--- src/rtl/deaccumulate_pkg.sv ---
// Shared types and constants for the repeated-subtraction divider.
// Widths, FSM state encoding and seven-segment glyphs live here.
package deaccumulate_pkg;

    localparam int DVD_W = 10;
    localparam int DVS_W = 5;
    localparam int QUO_W = 10;

    typedef enum logic [1:0] {
        IDLE = 2'd0,
        RUN  = 2'd1,
        DONE = 2'd2,
        ERR  = 2'd3
    } state_t;

    // Active-low segments, bit order {g,f,e,d,c,b,a}
    localparam logic [6:0] SEG_BLANK  = 7'h7F;
    localparam logic [6:0] GLYPH_RUN  = 7'h03;
    localparam logic [6:0] GLYPH_DONE = 7'h21;
    localparam logic [6:0] GLYPH_ERR  = 7'h06;

    function automatic logic [6:0] status_glyph(input state_t s);
        case (s)
            RUN:     status_glyph = GLYPH_RUN;
            DONE:    status_glyph = GLYPH_DONE;
            ERR:     status_glyph = GLYPH_ERR;
            default: status_glyph = SEG_BLANK;
        endcase
    endfunction

endpackage

--- src/rtl/hex7seg.sv ---
// 4-bit value to active-low seven-segment pattern; purely combinational.
module hex7seg (
    input  logic [3:0] i_val,
    output logic [6:0] o_seg
);

    always_comb begin
        case (i_val)
            4'h0: o_seg = 7'h40;
            4'h1: o_seg = 7'h79;
            4'h2: o_seg = 7'h24;
            4'h3: o_seg = 7'h30;
            4'h4: o_seg = 7'h19;
            4'h5: o_seg = 7'h12;
            4'h6: o_seg = 7'h02;
            4'h7: o_seg = 7'h78;
            4'h8: o_seg = 7'h00;
            4'h9: o_seg = 7'h10;
            4'hA: o_seg = 7'h08;
            4'hB: o_seg = 7'h03;
            4'hC: o_seg = 7'h46;
            4'hD: o_seg = 7'h21;
            4'hE: o_seg = 7'h06;
            default: o_seg = 7'h0E;
        endcase
    end

endmodule

--- src/rtl/deaccumulate.sv ---
// Divider by repeated subtraction: KEY[1] loads dividend, KEY[2] loads divisor and starts.
// DEACCUMULATE_HEX_EN adds hex readout of R and Q on HEX0..HEX4; otherwise they stay dark.
module deaccumulate
    import deaccumulate_pkg::*;
(
    input  logic       CLOCK_50,
    input  logic [2:0] KEY,
    input  logic [9:0] SW,
    output logic [9:0] LEDR,
    output logic [6:0] HEX0,
    output logic [6:0] HEX1,
    output logic [6:0] HEX2,
    output logic [6:0] HEX3,
    output logic [6:0] HEX4,
    output logic [6:0] HEX5
);

    logic             w_rst_n;
    logic [1:0]       r_key_s1;
    logic [1:0]       r_key_s2;
    logic [1:0]       r_key_s3;
    logic [1:0]       w_press;
    state_t           r_state;
    logic [DVD_W-1:0] r_dvd;
    logic [DVS_W-1:0] r_dvs;
    logic [DVD_W-1:0] r_rem;
    logic [QUO_W-1:0] r_quo;
    logic [DVD_W-1:0] w_dvs_ext;

    assign w_rst_n   = KEY[0];
    assign w_dvs_ext = {{(DVD_W-DVS_W){1'b0}}, r_dvs};
    // Buttons are active-low: a press is a 1->0 transition after synchronisation
    assign w_press   = r_key_s3 & ~r_key_s2;

    always_ff @(posedge CLOCK_50 or negedge w_rst_n) begin
        if (!w_rst_n) begin
            r_key_s1 <= '0;
            r_key_s2 <= '0;
            r_key_s3 <= '0;
        end else begin
            r_key_s1 <= KEY[2:1];
            r_key_s2 <= r_key_s1;
            r_key_s3 <= r_key_s2;
        end
    end

    always_ff @(posedge CLOCK_50 or negedge w_rst_n) begin
        if (!w_rst_n) begin
            r_state <= IDLE;
            r_dvd   <= '0;
            r_dvs   <= '0;
            r_rem   <= '0;
            r_quo   <= '0;
        end else if (r_state == RUN) begin
            if (r_rem >= w_dvs_ext) begin
                r_rem <= r_rem - w_dvs_ext;
                r_quo <= r_quo + 1'b1;
            end else begin
                r_state <= DONE;
            end
        end else begin
            if (w_press[0])
                r_dvd <= SW[DVD_W-1:0];
            // Start uses the dividend held before this cycle, even if KEY[1] fires together
            if (w_press[1]) begin
                r_dvs   <= SW[DVS_W-1:0];
                r_rem   <= r_dvd;
                r_quo   <= '0;
                r_state <= (SW[DVS_W-1:0] == '0) ? ERR : RUN;
            end
        end
    end

    assign LEDR = r_quo;
    assign HEX5 = status_glyph(r_state);

`ifdef DEACCUMULATE_HEX_EN
    hex7seg u_hex0 (.i_val(r_rem[3:0]),          .o_seg(HEX0));
    hex7seg u_hex1 (.i_val(r_rem[7:4]),          .o_seg(HEX1));
    hex7seg u_hex2 (.i_val(r_quo[3:0]),          .o_seg(HEX2));
    hex7seg u_hex3 (.i_val(r_quo[7:4]),          .o_seg(HEX3));
    hex7seg u_hex4 (.i_val({2'b00, r_quo[9:8]}), .o_seg(HEX4));
`else
    assign HEX0 = SEG_BLANK;
    assign HEX1 = SEG_BLANK;
    assign HEX2 = SEG_BLANK;
    assign HEX3 = SEG_BLANK;
    assign HEX4 = SEG_BLANK;
`endif

endmodule

--- config.mk ---
export PLATFORM = sky130hd
export DESIGN_NAME = deaccumulate
export DESIGN_NICKNAME = d
export VERILOG_FILES = /design/src/rtl/deaccumulate_pkg.sv /design/src/rtl/hex7seg.sv /design/src/rtl/deaccumulate.sv
export SDC_FILE = /design/constraint.sdc
export NUM_CORES = 1
export LEC_CHECK = 0
export CELL_PAD_IN_SITES_DETAIL_PLACEMENT = 1
export CELL_PAD_IN_SITES_GLOBAL_PLACEMENT = 1
export CORE_UTILIZATION = 31
export CTS_CLUSTER_DIAMETER = 30
export DETAILED_ROUTE_END_ITERATION = 8
export PLACE_DENSITY_LB_ADDON = 0.1
export SLEW_MARGIN = 25
export SYNTH_ARGS = -nofsm -noshare
export SYNTH_HDL_FRONTEND = slang
export SYNTH_HIERARCHICAL = 1
export SYNTH_SLANG_ARGS = --single-unit
--- constraint.sdc ---
create_clock -name CLOCK_50 -period 2.15 [get_ports CLOCK_50]
set_input_delay 0.43 -clock CLOCK_50 [delete_from_list [all_inputs] [get_ports CLOCK_50]]
set_output_delay 0.43 -clock CLOCK_50 [all_outputs]
set_load 0.01 [all_outputs]
==> results.md <==
- Status: finished clean
- Hold Buf Count CTS: 0
- Layout Nets: 317
- Layout cells sized above 1: 0.1787
- FF-to-FF Start: r_dvs[0]
- CP peak stage delay: 470 ps
- DR top layer: met4
- Routability congestion estimate: 0.7866
- First-pass iteration count of the detailed router: 5
- Family with the most delay on the worst path: simple AND/OR/NAND/NOR gates
- Clock skew: 5.838 ps
- Wirelength, routed: 5479 um
- Dpl cell area: 2848 um^2
- DRC Markers: 0
- # diodes: 0
- Worst EP arrival: 2370 ps
- WL/cell: 13.94 um
- CTS tree: done
- Final min period: 2137 ps
- Slew Viols, Final: 0
- CTS sink count: 43
- VDD IR max: 0.4271 mV
- WS Path Type: register to register
- Vias per std cell: 4.532
- I/O Pins: 66
- Crit path required time: 2380 ps
- Row count: 32
- Hold_ws: 87.12 ps
- Crit path max-delay cell type: or4_1
- PortBufs: 30
- Grt ovf: 0
- Dominant synthesized flop cell: dfrtp_1
- Flop2flop setup slack: 10 ps
- Max Fanout on Critical Path: 14
- Worst r2r path cells: 8
- Global-route wire length before repair: 9397 um
- Final Instance Area: 3007 um^2
- Total Routing Usage GR: 0.1443
- Yosys cell types: 47
- Sequential fraction of the synthesis area: 0.4335
- Critical path startpoint category: register
- Final setup TNS: 0 ps
- Post-route ant nets: 0
- Total of max-cap violations: 0
- Cell area after synthesis: 2482 um^2
- Largest net degree at the start of global routing: 26
- Leakage: 1.402 nW
- Pwr dens: 1464 nW/um^2
- M1 WL: 2705 um
- Post-synthesis register bit count: 43
- Fmax: 0.4680 GHz
- Async SR Flop Fraction: 1.000
- H-tree depth: 2
- Clock buffer depth: 2
- Worst-Skew Late Latency: 290 ps
- Cells after Synth: 245
- CTS root buf: clkbuf_8
- TritonCTS buffer count: 5
- Starting density of the core: 0.3212
- Post-synth EDFFs: 0
- Clock slew at reported path FFs: 80 ps
- Final Setup Violations: 0
- Via count: 1,781
- Vias in the first global route: 1,823
- Synth warn: 6
- DIE WIDTH: 91.49 um
- Met2 wire length: 2475 um
- Initial antenna violation count: 0
- DIE HEIGHT: 91.49 um
- Worst R2R End: LEDR[8]
- Die Area: 8370 um^2
- Core area: 7727 um^2
- Final HPWL DP: 4104 um
- Wire length on met3: 245 um
- Mean Syn Cell Area: 10.13 um^2
- Crit-path cells: ha_4, fa_2, nor2b_4, o31a_4, o31ai_4, buf_12, or4_1, nand2_1
- Worst hold-check path type: input port to asynchronous set/reset pin
- RSZ-0062 raised after global routing: yes
- Period utilisation layout: 0.9939
- Number of DRC markers in iteration 0: 41
- CP endpoint kind: register
- Final hold vios: 0
- Layout area overhead: 21.12%
- CP bufs+invs: 1
## cell type report
cell class,count,area [um^2]
fillers,903,4721
inverters,15,56.30
flip-flops and latches,43,1076
clock buffers,6,82.58
well taps,102,127.6
clock inverters,1,5.005
repair buffers,48,454.2
multi-input cells,178,1205
## registers in the layout, indices dropped and copies added (netlist names)
name / cells
r_key_s1: 2
r_rem: 10
r_key_s2: 2
LEDR: 10
r_state: 2
r_dvs: 5
r_dvd: 10
r_key_s3: 2
## power by group
part	leakage [nW]	internal [W]	switching, W
clock	0.0470	0.000252	0.000272
sequential	0.521	0.00114	0.000247
combinational	0.833	0.00123	0.00126
## routing by layer
layer | global-route usage | up-vias
met5 | 0 | -
met4 | 0.03968 | 0
met3 | 0.03350 | 5
met2 | 0.2287 | 40
met1 | 0.1963 | 872
li1 | - | 864
## worst reg2reg max path, delay by kind of cell, from the launching register on
kind                     cells  cell delay [ps]
AO/OA/AOI/OAI                2              280
adder cells (fa/ha/maj)      2              560
buffers and inverters        1              150
flip-flops                   1              420
AND/OR/NAND/NOR              3              680
## layout by cell type (no fill, tap or decap), types with 2 or more instances in the layout
cell / count
a31oi_1: 6
mux2_2: 10
clkbuf_8: 6
o21a_1: 2
a21oi_2: 2
inv_1: 14
xor2_1: 2
buf_12: 2
xnor2_1: 2
o31a_4: 2
dfrtp_1: 43
buf_4: 16
nor3_1: 3
clkdlybuf4s50_1: 28
ha_1: 10
conb_1: 35
a211oi_1: 4
nand2b_1: 3
o21ai_0: 14
nor2b_1: 5
nand2_1: 22
or2_2: 2
a21oi_1: 6
and3_1: 4
or4_1: 2
mux2i_1: 6
nand4_1: 3
nor2_1: 4
nand3_1: 7
or3_1: 3
## cells in the mapped netlist (all sizes together) (6+ instances only)
| cell type | instances | area share |
|---|---|---|
| a21oi | 8 | 0.016 |
| a31oi | 6 | 0.015 |
| buf | 40 | 0.12 |
| mux2 | 10 | 0.045 |
| dfrtp | 43 | 0.43 |
| mux2i | 6 | 0.024 |
| inv | 15 | 0.023 |
| nor2b | 6 | 0.018 |
| nand2 | 22 | 0.033 |
| ha | 11 | 0.055 |
| nand3 | 7 | 0.014 |
| o21ai | 15 | 0.032 |
## through the flow
stage	util	setup WS, ps	instances	power [W]
finish	0.3891	13.15	393	0.004402
global placement	0.3685	-82.75	383	0.003749
CTS	0.3818	37.09	392	0.004346
detailed placement	0.3685	-134.1	383	0.003786
global route	0.3891	-51.26	393	0.004826
floorplan	-	161.0	279	0.002992
## what timing repair did
action / in CTS / in global routing
setup endpoints to repair: 9 / 15
gates resized for setup: 2 / 8
pin swaps: 1 / 4
buffers inserted: 2 / 2
## cells by family (layout without fill, tap and decap cells)
| logic type | Yosys count | count (layout) | synth area share |
|---|---|---|---|
| adders and majority gates | 12 | 12 | 0.06351 |
| DFF | 43 | 43 | 0.4335 |
| AOI/OAI and AO/OA | 46 | 46 | 0.1290 |
| and+or+nand+nor | 65 | 65 | 0.1411 |
| xor gates and xnor gates | 4 | 4 | 0.01412 |
| muxes | 16 | 16 | 0.06956 |
| buffers and inverters | 58 | 70 | 0.1477 |
| other | 1 | 35 | 0.001511 |
## worst max path at each step
stage | end | depth (start not counted) | from
2_1_floorplan | LEDR[6] | 9 | r_rem[0]
3_3_place_gp | LEDR[9] | 7 | r_dvs[0]
3_5_place_dp | LEDR[9] | 7 | r_dvs[0]
4_1_cts | LEDR[7] | 8 | r_rem[0]
5_1_grt | LEDR[8] | 8 | r_dvs[0]
6_report | LEDR[8] | 8 | r_dvs[0]
Power figures use the tool's default switching activity.
